**src/rtl/scroll_pkg.sv**
```systemverilog
// Shared types and display geometry for the viewport scroll scheduler
// and the VGA timing generator.
package scroll_pkg;

    localparam int H_ACTIVE = 640;
    localparam int V_ACTIVE = 480;

    typedef enum logic [1:0] {
        RIGHT = 2'b00,
        UP    = 2'b01,
        DOWN  = 2'b10,
        LEFT  = 2'b11
    } scroll_dir_t;

    typedef enum logic [2:0] {
        S_IDLE   = 3'd0,
        S_ARMED  = 3'd1,
        S_DELAY  = 3'd2,
        S_REPEAT = 3'd3,
        S_FAST   = 3'd4
    } sched_state_t;

    // Fixed priority over {U, D, L, R}; right is also the fallback when nothing is held.
    function automatic scroll_dir_t pick_dir(input logic [3:0] levels);
        scroll_dir_t dir;
        if (levels[3]) begin
            dir = UP;
        end else if (levels[2]) begin
            dir = DOWN;
        end else if (levels[1]) begin
            dir = LEFT;
        end else begin
            dir = RIGHT;
        end
        return dir;
    endfunction

endpackage

```
**src/rtl/scroll_step_scheduler_if.sv**
```systemverilog
// Button/frame inputs and scroll offset outputs of the scroll scheduler.
interface scroll_step_scheduler_if #(
    parameter int XW = $clog2(scroll_pkg::H_ACTIVE),
    parameter int YW = $clog2(scroll_pkg::V_ACTIVE)
) ();

    logic [3:0]    buttons;
    logic          frame_start;
    logic [XW-1:0] x_offset;
    logic [YW-1:0] y_offset;
    logic          step_valid;
    logic [1:0]    active_dir;

    modport master (
        output buttons,
        output frame_start,
        input  x_offset,
        input  y_offset,
        input  step_valid,
        input  active_dir
    );

    modport slave (
        input  buttons,
        input  frame_start,
        output x_offset,
        output y_offset,
        output step_valid,
        output active_dir
    );

endinterface

```
**src/rtl/scroll_step_scheduler_debouncer.sv**
```systemverilog
// One push-button: two-flop synchronizer followed by a stability counter that
// accepts a level change only after it persists for DEBOUNCE_CYCLES cycles.
module button_debouncer #(
    parameter int DEBOUNCE_CYCLES = 1_000_000
) (
    input  logic clk,
    input  logic rst,
    input  logic raw,
    output logic level
);

    localparam int CW = (DEBOUNCE_CYCLES > 1) ? $clog2(DEBOUNCE_CYCLES) : 1;

    logic          sync1_r;
    logic          sync2_r;
    logic          level_r;
    logic [CW-1:0] cnt_r;

    // Synchronize, then count consecutive disagreeing cycles before flipping.
    always_ff @(posedge clk) begin
        if (rst) begin
            sync1_r <= 1'b0;
            sync2_r <= 1'b0;
            level_r <= 1'b0;
            cnt_r   <= '0;
        end else begin
            sync1_r <= raw;
            sync2_r <= sync1_r;
            if (sync2_r != level_r) begin
                if (cnt_r == CW'(DEBOUNCE_CYCLES - 1)) begin
                    level_r <= sync2_r;
                    cnt_r   <= '0;
                end else begin
                    cnt_r <= cnt_r + CW'(1);
                end
            end else begin
                cnt_r <= '0;
            end
        end
    end

    assign level = level_r;

endmodule

```
**src/rtl/scroll_step_scheduler.sv**
```systemverilog
// Turns debounced push-buttons into frame-aligned viewport scroll steps with
// auto-repeat and hold-to-accelerate.
module scroll_step_scheduler #(
    parameter int H_ACTIVE             = scroll_pkg::H_ACTIVE,
    parameter int V_ACTIVE             = scroll_pkg::V_ACTIVE,
    parameter int DEBOUNCE_CYCLES      = 1_000_000,
    parameter int INITIAL_DELAY_FRAMES = 30,
    parameter int REPEAT_FRAMES        = 8,
    parameter int FAST_AFTER_STEPS     = 16,
    parameter int FAST_REPEAT_FRAMES   = 2
) (
    input  logic                    clk,
    input  logic                    rst,
    scroll_step_scheduler_if.slave  bus
);

    import scroll_pkg::*;

    localparam int XW   = $clog2(H_ACTIVE);
    localparam int YW   = $clog2(V_ACTIVE);
    localparam int FM1  = (INITIAL_DELAY_FRAMES > REPEAT_FRAMES) ? INITIAL_DELAY_FRAMES : REPEAT_FRAMES;
    localparam int FMAX = (FM1 > FAST_REPEAT_FRAMES) ? FM1 : FAST_REPEAT_FRAMES;
    localparam int FCW  = $clog2(FMAX + 1);
    localparam int SCW  = $clog2(FAST_AFTER_STEPS + 1);

    logic [3:0]    level_s;
    logic          held_s;
    scroll_dir_t   winner_s;

    sched_state_t  state_r, state_n;
    scroll_dir_t   dir_r, dir_n;
    logic [FCW-1:0] frame_cnt_r, frame_cnt_n;
    logic [SCW-1:0] step_cnt_r, step_cnt_n, step_cnt_inc_s;
    logic          step_s;

    logic [XW-1:0] x_r;
    logic [YW-1:0] y_r;
    logic          step_valid_r;

    for (genvar i = 0; i < 4; i++) begin : g_deb
        button_debouncer #(
            .DEBOUNCE_CYCLES(DEBOUNCE_CYCLES)
        ) u_deb (
            .clk  (clk),
            .rst  (rst),
            .raw  (bus.buttons[i]),
            .level(level_s[i])
        );
    end

    assign held_s   = |level_s;
    assign winner_s = pick_dir(level_s);

    // Scheduler state, latched direction and frame/step counters.
    always_ff @(posedge clk) begin
        if (rst) begin
            state_r     <= S_IDLE;
            dir_r       <= RIGHT;
            frame_cnt_r <= '0;
            step_cnt_r  <= '0;
        end else begin
            state_r     <= state_n;
            dir_r       <= dir_n;
            frame_cnt_r <= frame_cnt_n;
            step_cnt_r  <= step_cnt_n;
        end
    end

    // Release and re-arming take precedence over any step due on this frame.
    always_comb begin
        state_n        = state_r;
        dir_n          = dir_r;
        frame_cnt_n    = frame_cnt_r;
        step_cnt_n     = step_cnt_r;
        step_s         = 1'b0;
        step_cnt_inc_s = step_cnt_r + SCW'(1);
        if (state_r == S_IDLE) begin
            if (held_s) begin
                state_n     = S_ARMED;
                dir_n       = winner_s;
                frame_cnt_n = '0;
                step_cnt_n  = '0;
            end else begin
                state_n = S_IDLE;
            end
        end else if (!held_s) begin
            state_n = S_IDLE;
        end else if (winner_s != dir_r) begin
            state_n     = S_ARMED;
            dir_n       = winner_s;
            frame_cnt_n = '0;
            step_cnt_n  = '0;
        end else if (bus.frame_start) begin
            case (state_r)
                S_ARMED: begin
                    step_s      = 1'b1;
                    frame_cnt_n = FCW'(INITIAL_DELAY_FRAMES);
                    state_n     = S_DELAY;
                end
                S_DELAY: begin
                    if (frame_cnt_r <= FCW'(1)) begin
                        step_s      = 1'b1;
                        frame_cnt_n = FCW'(REPEAT_FRAMES);
                        step_cnt_n  = '0;
                        state_n     = S_REPEAT;
                    end else begin
                        frame_cnt_n = frame_cnt_r - FCW'(1);
                    end
                end
                S_REPEAT: begin
                    if (frame_cnt_r <= FCW'(1)) begin
                        step_s     = 1'b1;
                        step_cnt_n = step_cnt_inc_s;
                        if (step_cnt_inc_s == SCW'(FAST_AFTER_STEPS)) begin
                            frame_cnt_n = FCW'(FAST_REPEAT_FRAMES);
                            state_n     = S_FAST;
                        end else begin
                            frame_cnt_n = FCW'(REPEAT_FRAMES);
                        end
                    end else begin
                        frame_cnt_n = frame_cnt_r - FCW'(1);
                    end
                end
                S_FAST: begin
                    if (frame_cnt_r <= FCW'(1)) begin
                        step_s      = 1'b1;
                        frame_cnt_n = FCW'(FAST_REPEAT_FRAMES);
                    end else begin
                        frame_cnt_n = frame_cnt_r - FCW'(1);
                    end
                end
                default: begin
                    state_n = S_IDLE;
                end
            endcase
        end else begin
            state_n = state_r;
        end
    end

    // Offset registers: one axis moves per step, wrapping without a modulo.
    always_ff @(posedge clk) begin
        if (rst) begin
            x_r          <= '0;
            y_r          <= '0;
            step_valid_r <= 1'b0;
        end else begin
            step_valid_r <= step_s;
            if (step_s) begin
                case (dir_r)
                    RIGHT:   x_r <= (x_r == XW'(H_ACTIVE - 1)) ? XW'(0) : x_r + XW'(1);
                    LEFT:    x_r <= (x_r == XW'(0)) ? XW'(H_ACTIVE - 1) : x_r - XW'(1);
                    DOWN:    y_r <= (y_r == YW'(V_ACTIVE - 1)) ? YW'(0) : y_r + YW'(1);
                    UP:      y_r <= (y_r == YW'(0)) ? YW'(V_ACTIVE - 1) : y_r - YW'(1);
                    default: x_r <= x_r;
                endcase
            end
        end
    end

    assign bus.x_offset   = x_r;
    assign bus.y_offset   = y_r;
    assign bus.step_valid = step_valid_r;
    assign bus.active_dir = dir_r;

endmodule

```
**src/flat_wrapper.sv**
```systemverilog
// flat-port wrapper written by rule: the top's interface ports become plain ports
module scroll_step_scheduler_flat import scroll_pkg::*;
#(
    parameter int H_ACTIVE             = scroll_pkg::H_ACTIVE,
    parameter int V_ACTIVE             = scroll_pkg::V_ACTIVE,
    parameter int DEBOUNCE_CYCLES      = 1_000_000,
    parameter int INITIAL_DELAY_FRAMES = 30,
    parameter int REPEAT_FRAMES        = 8,
    parameter int FAST_AFTER_STEPS     = 16,
    parameter int FAST_REPEAT_FRAMES   = 2
)
  (clk, rst, bus_buttons, bus_frame_start, bus_x_offset, bus_y_offset, bus_step_valid, bus_active_dir);
  scroll_step_scheduler_if bus_i ();
  input  logic clk;
  input  logic rst;
  input wire logic [$bits(bus_i.buttons)-1:0] bus_buttons;
  input wire logic [$bits(bus_i.frame_start)-1:0] bus_frame_start;
  output wire logic [$bits(bus_i.x_offset)-1:0] bus_x_offset;
  output wire logic [$bits(bus_i.y_offset)-1:0] bus_y_offset;
  output wire logic [$bits(bus_i.step_valid)-1:0] bus_step_valid;
  output wire logic [$bits(bus_i.active_dir)-1:0] bus_active_dir;
  assign bus_i.buttons = bus_buttons;
  assign bus_i.frame_start = bus_frame_start;
  assign bus_x_offset = bus_i.x_offset;
  assign bus_y_offset = bus_i.y_offset;
  assign bus_step_valid = bus_i.step_valid;
  assign bus_active_dir = bus_i.active_dir;
  scroll_step_scheduler #(.H_ACTIVE(H_ACTIVE), .V_ACTIVE(V_ACTIVE), .DEBOUNCE_CYCLES(DEBOUNCE_CYCLES), .INITIAL_DELAY_FRAMES(INITIAL_DELAY_FRAMES), .REPEAT_FRAMES(REPEAT_FRAMES), .FAST_AFTER_STEPS(FAST_AFTER_STEPS), .FAST_REPEAT_FRAMES(FAST_REPEAT_FRAMES)) u_core (.clk(clk), .rst(rst), .bus(bus_i));
endmodule
```
**config.mk**
```make
export PLATFORM = sky130hd
export DESIGN_NAME = scroll_step_scheduler_flat
export DESIGN_NICKNAME = d
export VERILOG_FILES = /design/src/rtl/scroll_pkg.sv /design/src/rtl/scroll_step_scheduler_if.sv /design/src/rtl/scroll_step_scheduler_debouncer.sv /design/src/rtl/scroll_step_scheduler.sv /design/src/flat_wrapper.sv
export SDC_FILE = /design/constraint.sdc
export NUM_CORES = 1
export LEC_CHECK = 0
export CAP_MARGIN = 20
export CORE_ASPECT_RATIO = 1.75
export CORE_UTILIZATION = 50
export DETAILED_ROUTE_END_ITERATION = 16
export PLACE_DENSITY = 0.67
export REMOVE_ABC_BUFFERS = 1
export SLEW_MARGIN = 10
export SYNTH_ARGS = -nofsm -noshare
export SYNTH_HDL_FRONTEND = slang
export SYNTH_SLANG_ARGS = --single-unit
export TNS_END_PERCENT = 30
```
**constraint.sdc**
```tcl
create_clock -name clk -period 2.9 [get_ports clk]
set_input_delay 0.29 -clock clk [delete_from_list [all_inputs] [get_ports clk]]
set_output_delay 0.29 -clock clk [all_outputs]
set_load 0.005 [all_outputs]
```
Word level (Yosys, flattened, before mapping) --
Cells that the tools add are included.
Cells by class: add/sub/neg operators 10, magnitude comparators 1, equality and inequality tests 26, muxes and demuxes 45, bitwise logic cells 4, reduce and logical (&&, ||, !) cells 26
Operators by type and width (count):
- $add 20x1->20 const B | 4
- $eq 20x20->1 const B | 4
- $mux 5 | 14
- $mux 3 | 7
- $mux 10 | 2
- $pmux 10 s2 | 1
- $pmux 5 s4 | 1
- $mux 9 | 2
- $pmux 9 s2 | 1
- $ne 5x5->1 const B | 3
- $reduce_or 3->1 | 5
- $mux 2 | 7
- $reduce_and 2->1 | 7
- $pmux 3 s4 | 1
- $add 10x1->10 const B | 1
- $eq 10x10->1 const B | 1
- $logic_not 10->1 | 1
- $pmux 5 s2 | 1
- $reduce_and 5->1 | 2
- $sub 10x1->10 const B | 1
- $add 9x1->9 const B | 1
- $eq 9x9->1 const B | 1
- $logic_not 9->1 | 1
- $sub 9x1->9 const B | 1
- other kinds (25) | 42
Storage, ports and cells: register bits after elaboration 127, output and inout bits 22

Longest topological paths before layout --
Gate-level depths: netlist (run 1).
word-level depth 9, mapped depth 9

By module --
Synthesis (run 1) repeated with hierarchy kept, for this count alone.
Unflattened totals: cells, all modules 831, area total of the unflattened synthesis 6775.2 um^2
By module, submodules not included:
- button_debouncer | instances 4, cells each 117, area an instance 1029.7 um^2, sequential area each 460.4 um^2
- scroll_step_scheduler | instances 1, cells each 363, area an instance 2656.3 um^2, sequential area each 700.7 um^2

Worst setup path after synthesis (run 1) --
OpenSTA, ideal clock, no wires.
kind register to register, start point register u_core.dir_r[1] (netlist: u_core.bus.active_dir[1]), end point register u_core.x_r[7] (netlist: u_core.bus.x_offset[7]), arrival 1.909 ns, setup slack 0.875 ns, cell stages (with the launch flop) 8, path buffers 1, clock period less this slack 2.025 ns, cells stage by stage dfxtp_1 -> or4b_1 -> a211oi_2 -> nor2_1 -> nor3b_2 -> buf_4 -> o211ai_1 -> a31o_1
Between the ends: longest elaborated chain between the ends 5, elaborated cells on any way between the ends 9
RTL lines:
- start: declaration | RTL line scroll_step_scheduler.sv:31 | scroll_dir_t dir_r, dir_n;
- start signal: assignment | RTL line scroll_step_scheduler.sv:63 | dir_r <= dir_n;
- $ne 2x2->1 | RTL line scroll_step_scheduler.sv:88 | end else if (winner_s != dir_r) begin
- $mux 1 | RTL line scroll_step_scheduler.sv:88
- $mux 1 | RTL line scroll_step_scheduler.sv:86 | end else if (!held_s) begin
- $mux 1 | RTL line scroll_step_scheduler.sv:77 | if (state_r == S_IDLE) begin
- $reduce_and 2->1 (no source line)
- end signal: assignment | RTL line scroll_step_scheduler.sv:151 | RIGHT: x_r <= (x_r == XW'(H_ACTIVE - 1)) ? XW'(0) : x_r + XW'(1);
- end signal: assignment | RTL line scroll_step_scheduler.sv:152 | LEFT: x_r <= (x_r == XW'(0)) ? XW'(H_ACTIVE - 1) : x_r - XW'(1);
- end signal: assignment | RTL line scroll_step_scheduler.sv:155 | default: x_r <= x_r;
- end: declaration | RTL line scroll_step_scheduler.sv:36 | logic [XW-1:0] x_r;
Parallel ways exist; a longest one is shown, timed or not. A chain may end at the register's enable or synchronous reset.

Final worst setup path (run 1) --
start point register u_core.x_r[2] (netlist: u_core.bus.x_offset[2]), end point register u_core.x_r[7] (netlist: u_core.bus.x_offset[7])
Between the ends: longest elaborated chain between the ends 3, elaborated cells on any way between the ends 7
RTL lines:
- $sub 10x1->10, or another cell as far along | RTL line scroll_step_scheduler.sv:152
- $mux 10, on equally long branches | RTL line scroll_step_scheduler.sv:152, scroll_step_scheduler.sv:151
- $pmux 10 s2 * | RTL line scroll_step_scheduler.sv:150 | case (dir_r)
Mark *: on every way between the ends. The rest lies on a longest branch, timed or not.

==> results.json, run 1 <==
{
  "synth_cell_type_count": 66,
  "ys_dominant_reg_cell": "dfxtp_1",
  "clk_pin_slew_ns": 0.06,
  "finalPower_mw": 3.91,
  "die_w_um": 87.8,
  "required_ns": 3.21,
  "drv_cap": 0,
  "yosysWarnings": 0,
  "clock_latency_ns": 0.41,
  "grt_max_degree": 30,
  "synth_area_per_cell_sq_um": 8.22,
  "grt_pass1_vias": 5500,
  "synth.most_common_cell": "dfxtp_1",
  "maxSlewHeadroom_pct": 52.2,
  "root_buffer": "clkbuf_16",
  "clock_skew_ns": 0.00718,
  "fin_util_pct": 59.3,
  "synthCells": 783,
  "netlist_area_sq_um": 6440,
  "drc": 0,
  "io_pins": 29,
  "clkSinkCount": 127,
  "yosys-top-cells-area": "dfxtp_1 39%, nor2_1 7.3%, xor2_1 5.3%",
  "power.density_nw_per_um2": 527,
  "endpoint_kind": "register",
  "nNetsFinal": 822,
  "die_area_sq_um": 13400,
  "placed_cell_area_sq_um": 6810,
  "grt_setup_unrepaired": "false",
  "synth_commonest_cells": "127 x dfxtp_1, 126 x nor2_1, 68 x nand2_1, 46 x nand3_1, 39 x xor2_1",
  "fmax_mhz": 430,
  "peakVddDrop_v": 0.000385,
  "antenna_found_initial": 0,
  "async_reset_ff_share_pct": 0,
  "coreArea_sq_um": 12500,
  "finalSetupTns_ns": 0,
  "start_kind": "register",
  "synth_top_area_share_pct": 39.5,
  "drive_gt1_share_pct": 6.63,
  "hold_violations": 0,
  "ys_seq_elements": 127,
  "whs_ns": 0.323,
  "path_class": "reg2reg",
  "p_leak_nw": 2.47,
  "worstPathArrival_ns": 2.63,
  "dpl.hpwl_mm": 10.1,
  "hp-class": "in2reg",
  "worstPathMaxFanout": 13,
  "max_slew.worst_pin.slew_ns": 0.709,
  "cts_tree": "yes",
  "synth_largest_area_cell": "dfxtp_1",
  "grt_overflow": 0,
  "rows": 54,
  "htree_levels": 4,
  "syn_to_final_growth_pct": 15.1,
  "cts_buffers": 17,
  "clk_path_buf_depth": 2,
  "post-route-period-util_pct": 80.1,
  "vias": 5476,
  "cts_setup_buffers": 0,
  "cts_resized": 0,
  "cts_hold_buf": 0,
  "grt_pass1_wl_mm": 23.7,
  "viasPerCell": 5.57,
  "insertedDiodeCount": 0,
  "status": "finished clean",
  "drtPass1Iterations": 6,
  "fin_crit_ns": 2.32,
  "ys_seq_area_share_pct": 39.5,
  "synth_edf_count": 0,
  "die_h_um": 152,
  "design_area_sq_um": 7410,
  "grt_use_total_pct": 22.0,
  "drt-wirelength-per-cell_um": 14.3,
  "place_congestion": 0.869,
  "portBuffers": 28,
  "start_util_pct": 51.5,
  "drv_slew": 0,
  "final_antenna_net_count": 0,
  "drt_first_iter_violations": 270,
  "routed_wl_mm": 14.1,
  "finalSetupViolCount": 0
}
[final timing paths]
kind / start / to / slack, ns / cells after the start
setup / recovery: u_core.bus.x_offset[2] / u_core.bus.x_offset[7] / 0.58 / 6
hold / removal: rst / u_core.g_deb[0].u_deb.level / 0.32 / 2
setup reg to reg: u_core.bus.x_offset[2] / u_core.bus.x_offset[7] / 0.58 / 6
hold reg to reg: u_core.g_deb[2].u_deb.cnt_r[0] / u_core.g_deb[2].u_deb.cnt_r[0] / 0.44 / 1
[sequential cells by signal, summed over array words and instances (netlist names), 2 cells and up]
| signal | cells |
|---|---|
| u_core.frame_cnt_r | 5 |
| u_core.bus.x_offset | 10 |
| u_core.g_deb.u_deb.cnt_r | 80 |
| u_core.g_deb.u_deb.sync1_r | 4 |
| u_core.step_cnt_r | 5 |
| u_core.g_deb.u_deb.level | 4 |
| u_core.bus.active_dir | 2 |
| u_core.state_r | 3 |
| u_core.g_deb.u_deb.sync2_r | 4 |
| u_core.bus.y_offset | 9 |
[where the power goes]
| part | internal, mW | switching, mW |
|---|---|---|
| registers | 1.75 | 0.00379 |
| clock network | 1.33 | 0.774 |
| logic | 0.0152 | 0.0276 |
[per-stage QoR]
| stage | worst slack (ns) | std cells |
|---|---|---|
| 2_1_floorplan | 0.407 | 751 |
| 3_3_place_gp | 0.650 | 951 |
| 3_5_place_dp | 0.580 | 951 |
| 4_1_cts | 0.572 | 983 |
| 5_1_grt | 0.319 | 983 |
| 6_report | 0.577 | 983 |
[cell families (layout without fill, tap and decap cells)]
family	count (synthesis)	count (layout)	synth area share, %
AO/OA/AOI/OAI	116	116	12.3
flip-flops	127	127	39.5
adder cells (fa/ha/maj)	13	13	2.53
buffers and inverters	59	91	3.83
XOR/XNOR	77	77	10.5
AND/OR/NAND/NOR	383	383	30.0
multiplexers	8	8	1.44
[cells in the final DEF (no fill, tap or decap), drive strengths merged, types with 5 or more instances in the layout]
master         netlist  layout
nand2               68      68
mux2i                7       7
dfxtp              127     127
or3                 11      11
clkinvlp             0       5
nor2               126     126
xor2                39      39
nand3               46      46
ha                  13      13
or4                  6       6
nor4b                5       5
buf                  6       5
nor2b               12      12
a211oi               8       8
clkbuf              26      20
and2                 5       5
nor3                25      25
and3                17      17
o31ai                6       6
o21a                 5       5
xnor2               38      38
inv                 27      28
nand4               17      17
nand2b               7       7
a311oi               7       7
nor4                10      10
and4                 8       8
o21ai               27      27
clkdlybuf4s50        0      27
nand3b               8       8
a31oi                9       9
a21oi               26      26
[worst max-delay path, stage by stage, from the launching register on]
cell	delay, ns
dfxtp_1	0.42
or4_1	0.64
nor3b_1	0.46
nand2_1	0.17
a32oi_1	0.26
nor4b_2	0.07
a31o_1	0.19
[routing by layer]
layer | wire (um) | global-route usage, % | up-vias | share of wire [%]
met1 | 5470 | 22.1 | 2555 | 39
met5 | 0 | 0 | - | 0
met2 | 7820 | 41.0 | 113 | 55
met3 | 438 | 3.97 | 29 | 3.1
met4 | 357 | 11.6 | 0 | 2.5
li1 | - | - | 2779 | -
[cell type report]
cell class / instances / area (sq um)
tap: 168 / 210
sequential: 127 / 2540
inverter: 27 / 101
fill: 1085 / 5090
timing repair buffer: 32 / 305
multi-input combinational: 597 / 3650
clock inverter: 12 / 134
clock buffer: 20 / 467
Note: power is estimated with default switching activity, not from simulation.
==> inputs of run 2 (changes only) <==
--- a/config.mk
+++ b/config.mk
@@ -9,7 +9,7 @@
 export CORE_ASPECT_RATIO = 1.75
 export CORE_UTILIZATION = 50
 export DETAILED_ROUTE_END_ITERATION = 16
-export PLACE_DENSITY = 0.67
+export PLACE_DENSITY = 0.7
 export REMOVE_ABC_BUFFERS = 1
 export SLEW_MARGIN = 10
 export SYNTH_ARGS = -nofsm -noshare
==> constraint.sdc (replaced) <==
create_clock -name clk -period 2.1 [get_ports clk]
set_input_delay 0.21 -clock clk [delete_from_list [all_inputs] [get_ports clk]]
set_output_delay 0.21 -clock clk [all_outputs]
set_load 0.005 [all_outputs]
==> run 2 against run 1 <==
Sequential share of layout area fell by 1.9 points. Cell area rose by 5.8%. Combinational power grew 53%. Clock power increased by 46%. Total power grew 43%. Non-clock buffer count grew 45. Largest power group unchanged.
==> results.json, run 2 (same netlist as run 1, synthesis figures left out) <==
{
  "crit_buf_inv": 1,
  "fin_crit_ns": 2.08,
  "placed_cell_area_sq_um": 7130,
  "drive_gt1_share_pct": 12.3,
  "finalPower_mw": 5.57,
  "drv_cap": 0,
  "status": "finished clean",
  "grt_pass1_wl_mm": 25.4,
  "worstPathArrival_ns": 2.40,
  "whs_ns": 0.239,
  "hp-class": "in2reg",
  "mostFrequentLayoutCells": "126 x dfxtp_1, 125 x nor2_1, 68 x nand2_1",
  "max_stage_delay_ns": 0.53,
  "drt_first_iter_violations": 225,
  "grt_overflow": 0,
  "cts_tree": "yes",
  "p_int_mw": 4.49,
  "die_h_um": 152,
  "grt_max_degree": 22,
  "finalSetupViolCount": 0,
  "power.density_nw_per_um2": 711,
  "drtPass1Iterations": 6,
  "crit_family": "simple AND/OR/NAND/NOR gates",
  "drt-wirelength-per-cell_um": 14.4,
  "clk_pin_slew_ns": 0.06,
  "portBuffers": 28,
  "seqPwrFrac_pct": 43.5,
  "io_pins": 29,
  "drc": 0,
  "grt_pass1_vias": 5717,
  "pre_cts_ws_ns": -0.0148,
  "grt_setup_unrepaired": "true",
  "nNetsFinal": 867,
  "dpl.hpwl_mm": 10.5,
  "clock_skew_ns": 0.00766,
  "worstPathMaxFanout": 6,
  "cts_buffers": 17,
  "p_leak_nw": 2.74,
  "regArea_sq_um": 2540,
  "start_util_pct": 51.5,
  "fmax_mhz": 481,
  "pwr-share-comb_pct": 1.2,
  "instances_no_fill": 1028,
  "htree_levels": 4,
  "post-route-period-util_pct": 99.0,
  "antenna_found_initial": 0,
  "pwr-share-clk_pct": 55.3,
  "clkSinkCount": 127,
  "die_w_um": 87.8,
  "peakVddDrop_v": 0.000548,
  "clock_latency_ns": 0.41,
  "vias": 5691,
  "grt_use_total_pct": 23.7,
  "viasPerCell": 5.54,
  "routed_wl_mm": 14.8,
  "insertedDiodeCount": 0,
  "hold_violations": 0,
  "maxSlewHeadroom_pct": 57.7,
  "setup_ws_ns": 0.0203,
  "die_area_sq_um": 13400,
  "finalSetupTns_ns": 0,
  "final_antenna_net_count": 0,
  "final_common_cell": "dfxtp_1",
  "syn_to_final_growth_pct": 21.7,
  "place_congestion": 0.880,
  "cp_slowest_cell": "or4b_1",
  "placedCellCount": 992,
  "netSwitchingFraction_pct": 19.4,
  "start_kind": "register",
  "fin_util_pct": 62.7,
  "multi_input_area_sq_um": 3700,
  "root_buffer": "clkbuf_16",
  "endpoint_kind": "register",
  "fillCellCount": 1044,
  "clk_path_buf_depth": 2,
  "drv_slew": 0,
  "rows": 54,
  "largest_register_ffs": 80,
  "required_ns": 2.42,
  "p_sw_mw": 1.08,
  "path_class": "reg2reg",
  "crit_chain": "or4b_1 -> a211oi_2 -> nor2_2 -> nor3_4 -> buf_4 -> a21oi_1 -> a311oi_2",
  "coreArea_sq_um": 12500,
  "design_area_sq_um": 7840,
  "largest_register": "u_core.g_deb.u_deb.cnt_r",
  "max_slew.worst_pin.slew_ns": 0.627
}
## run 2: cell count changes in the layout (fill, tap and decap cells not counted), sizes merged
cell / before / now
clkinvlp: 5 / 1
bufinv: 2 / 4
clkbuf: 20 / 22
buf: 5 / 50
inv: 28 / 27
clkinv: 4 / 5
## run 2: timing repair
| item | CTS | global route |
|---|---|---|
| endpoints found under the setup margin | 1 | 44 |
| hold buffers | 0 | 0 |
| pin swaps | 1 | 1 |
| setup buffers | 1 | 3 |
| resized for setup | 0 | 13 |
## run 2: layer usage
layer / track usage (%) / wire length [um] / vias up
met5: 0 / 0 / -
met4: 11.7 / 545 / 0
met3: 5.21 / 438 / 40
met2: 42.8 / 7900 / 126
met1: 25.0 / 5930 / 2656
li1: - / - / 2869
## run 2: path summary, 6_finish.rpt
kind                                       start                             end  slack [ns]  cells after the start
setup / recovery        u_core.bus.active_dir[1]          u_core.bus.y_offset[8]        0.02                      7
setup reg to reg        u_core.bus.active_dir[1]          u_core.bus.y_offset[8]        0.02                      7
hold / removal                               rst     u_core.g_deb[0].u_deb.level        0.24                      2
hold reg to reg   u_core.g_deb[2].u_deb.cnt_r[0]  u_core.g_deb[2].u_deb.cnt_r[0]        0.45                      1
## run 2: final cells by class
class | count | share of cell area, %
well taps | 168 | 2.68
flip-flops and latches | 127 | 32.5
clock inverters | 10 | 2.04
inverters | 27 | 1.29
clock buffers | 22 | 5.92
repair buffers | 77 | 8.41
multi-input cells | 597 | 47.2
## run 2: power groups by stage
| stage | Sequential (mW) | Clock (mW) | Combinational, mW |
|---|---|---|---|
| floorplan | 2.48 | 0 | 0.0238 |
| global placement | 2.48 | 0 | 0.0639 |
| detailed placement | 2.48 | 0 | 0.0660 |
| CTS | 2.43 | 3.13 | 0.0663 |
| global route | 2.43 | 3.26 | 0.0738 |
| finish | 2.43 | 3.08 | 0.0655 |
==> inputs of run 3 (changes only) <==
==> constraint.sdc (replaced) <==
create_clock -name clk -period 2.1 [get_ports clk]
set_input_delay 0.42 -clock clk [delete_from_list [all_inputs] [get_ports clk]]
set_output_delay 0.42 -clock clk [all_outputs]
set_load 0.005 [all_outputs]
==> run 3 against run 2 <==
Routed wire length rose by 0.46%. Setup slack improved by 0.048 ns. Clock skew barely moved. Highest routed layer unchanged. Die area did not move. Register-to-register slack improved by 0.05 ns. First-iteration DRC count fell by 3.6%. Critical path depth rose by 1. Clock power rose by 2%. Hold slack improved by 0.20 ns. Global-route usage fell by 0.51 points.
==> results.json, run 3 (same netlist as run 1, synthesis figures left out) <==
{
  "clock_skew_ns": 0.00737,
  "die_area_sq_um": 13400,
  "required_ns": 2.39,
  "placed_cell_area_sq_um": 7180,
  "power.density_nw_per_um2": 709,
  "portBuffers": 28,
  "coreArea_sq_um": 12500,
  "p_leak_nw": 2.80,
  "grt_setup_unrepaired": "true",
  "finalSetupViolCount": 0,
  "clkSinkCount": 127,
  "htree_levels": 4,
  "grt_overflow": 0,
  "maxSlewHeadroom_pct": 55.6,
  "fmax_mhz": 492,
  "grt_pass1_wl_mm": 24.8,
  "final_antenna_net_count": 0,
  "root_buffer": "clkbuf_16",
  "die_w_um": 87.8,
  "io_pins": 29,
  "grt_pass1_vias": 5586,
  "worstPathMaxFanout": 7,
  "hold_violations": 0,
  "status": "finished clean",
  "rows": 54,
  "start_kind": "register",
  "drt_first_iter_violations": 217,
  "design_area_sq_um": 7970,
  "grt_use_total_pct": 23.2,
  "worstPathArrival_ns": 2.33,
  "insertedDiodeCount": 0,
  "nNetsFinal": 876,
  "clock_latency_ns": 0.41,
  "largest_register": "u_core.g_deb.u_deb.cnt_r",
  "cp_slowest_cell": "or4b_4",
  "die_h_um": 152,
  "cts_tree": "yes",
  "clk_path_buf_depth": 2,
  "vias": 5819,
  "drive_gt1_share_pct": 14.0,
  "grt_max_degree": 26,
  "viasPerCell": 5.61,
  "fin_crit_ns": 2.03,
  "fin_util_pct": 63.7,
  "drv_slew": 0,
  "mostFrequentLayoutCells": "125 x nor2_1, 125 x dfxtp_1, 68 x nand2_1",
  "cts_buffers": 17,
  "hp-class": "reg2reg",
  "drv_cap": 0,
  "path_class": "reg2reg",
  "drc": 0,
  "largest_register_ffs": 80,
  "drtPass1Iterations": 7,
  "routed_wl_mm": 14.9,
  "dpl.hpwl_mm": 10.3,
  "clk_pin_slew_ns": 0.06,
  "antenna_found_initial": 0,
  "peakVddDrop_v": 0.000538,
  "crit_chain": "or4b_4 -> a211oi_4 -> nor2_4 -> nor3b_4 -> buf_6 -> buf_4 -> a211o_1 -> o21ai_1",
  "post-route-period-util_pct": 96.8,
  "syn_to_final_growth_pct": 23.7,
  "max_slew.worst_pin.slew_ns": 0.666,
  "endpoint_kind": "register",
  "drt-wirelength-per-cell_um": 14.3,
  "start_util_pct": 51.5,
  "fillCellCount": 1062,
  "place_congestion": 0.840,
  "max_stage_delay_ns": 0.55
}
[run 3: changes by cell type in the layout (fill, tap and decap cells not counted), sizes merged]
cell,change
clkinvlp,+2
clkbuf,-3
clkinv,+1
buf,+9
[run 3: layout make-up]
| cell class | count | area (sq um) | area share (%) |
|---|---|---|---|
| Multi-Input combinational cell | 597 | 3730 | 46.8 |
| Sequential cell | 127 | 2540 | 32.0 |
| Timing Repair Buffer | 86 | 742 | 9.32 |
| Clock buffer | 19 | 453 | 5.69 |
| Tap cell | 168 | 210 | 2.64 |
| Clock inverter | 13 | 188 | 2.36 |
| Inverter | 27 | 101 | 1.27 |
[run 3: path summary, 6_finish.rpt]
kind	from	endpoint	slack [ns]	depth (start not counted)
worst min-delay path	u_core.g_deb[1].u_deb.sync1_r	u_core.g_deb[1].u_deb.sync2_r	0.44	1
worst max-delay path	u_core.g_deb[1].u_deb.level	u_core.bus.x_offset[9]	0.07	8
worst max register to register	u_core.g_deb[1].u_deb.level	u_core.bus.x_offset[9]	0.07	8
worst min register to register	u_core.g_deb[1].u_deb.sync1_r	u_core.g_deb[1].u_deb.sync2_r	0.44	1
[run 3: per-stage QoR]
| stage | std cells | hold slack, ns | power, mW | worst slack, ns | TNS (ns) |
|---|---|---|---|---|---|
| global route | 1037 | 0.465 | 5.81 | -0.0242 | -0.0624 |
| floorplan | 751 | 0.413 | 2.50 | -0.393 | -2.96 |
| detailed placement | 999 | 0.434 | 2.55 | -0.0873 | -0.225 |
| global placement | 999 | 0.424 | 2.54 | -0.0241 | -0.0241 |
| finish | 1037 | 0.443 | 5.65 | 0.0680 | 0 |
| CTS | 1033 | 0.444 | 5.69 | 0.0198 | 0 |
[run 3: per-layer routing]
layer  vias to the layer above  wire, um  track usage (%)
li1                       2891         -                -
met1                      2750      5950             24.8
met2                       135      7950             40.9
met3                        43       470             5.16
met4                         0       513             12.8
met5                         -         0                0
[run 3: critical path, delay by kind of cell (launching register included)]
family | cells | cell delay (ns)
and+or+nand+nor | 3 | 0.89
AOI/OAI and AO/OA | 3 | 0.43
DFF | 1 | 0.31
buffers and inverters | 2 | 0.29
[run 3: report_power, final]
part	switching, mW	total (mW)	internal, mW
sequential	0.00557	2.43	2.42
clock	1.10	3.15	2.05
combinational	0.0405	0.0680	0.0275
total	1.15	5.65	4.50
[run 3: what timing repair did]
action                                  4_1_cts  5_1_grt
hold buffers                                  0        0
gates resized for setup                       3       23
setup buffers                                 2        3
pin swaps                                     1       11
endpoints found under the setup margin        7       18
cloned                                        0        1
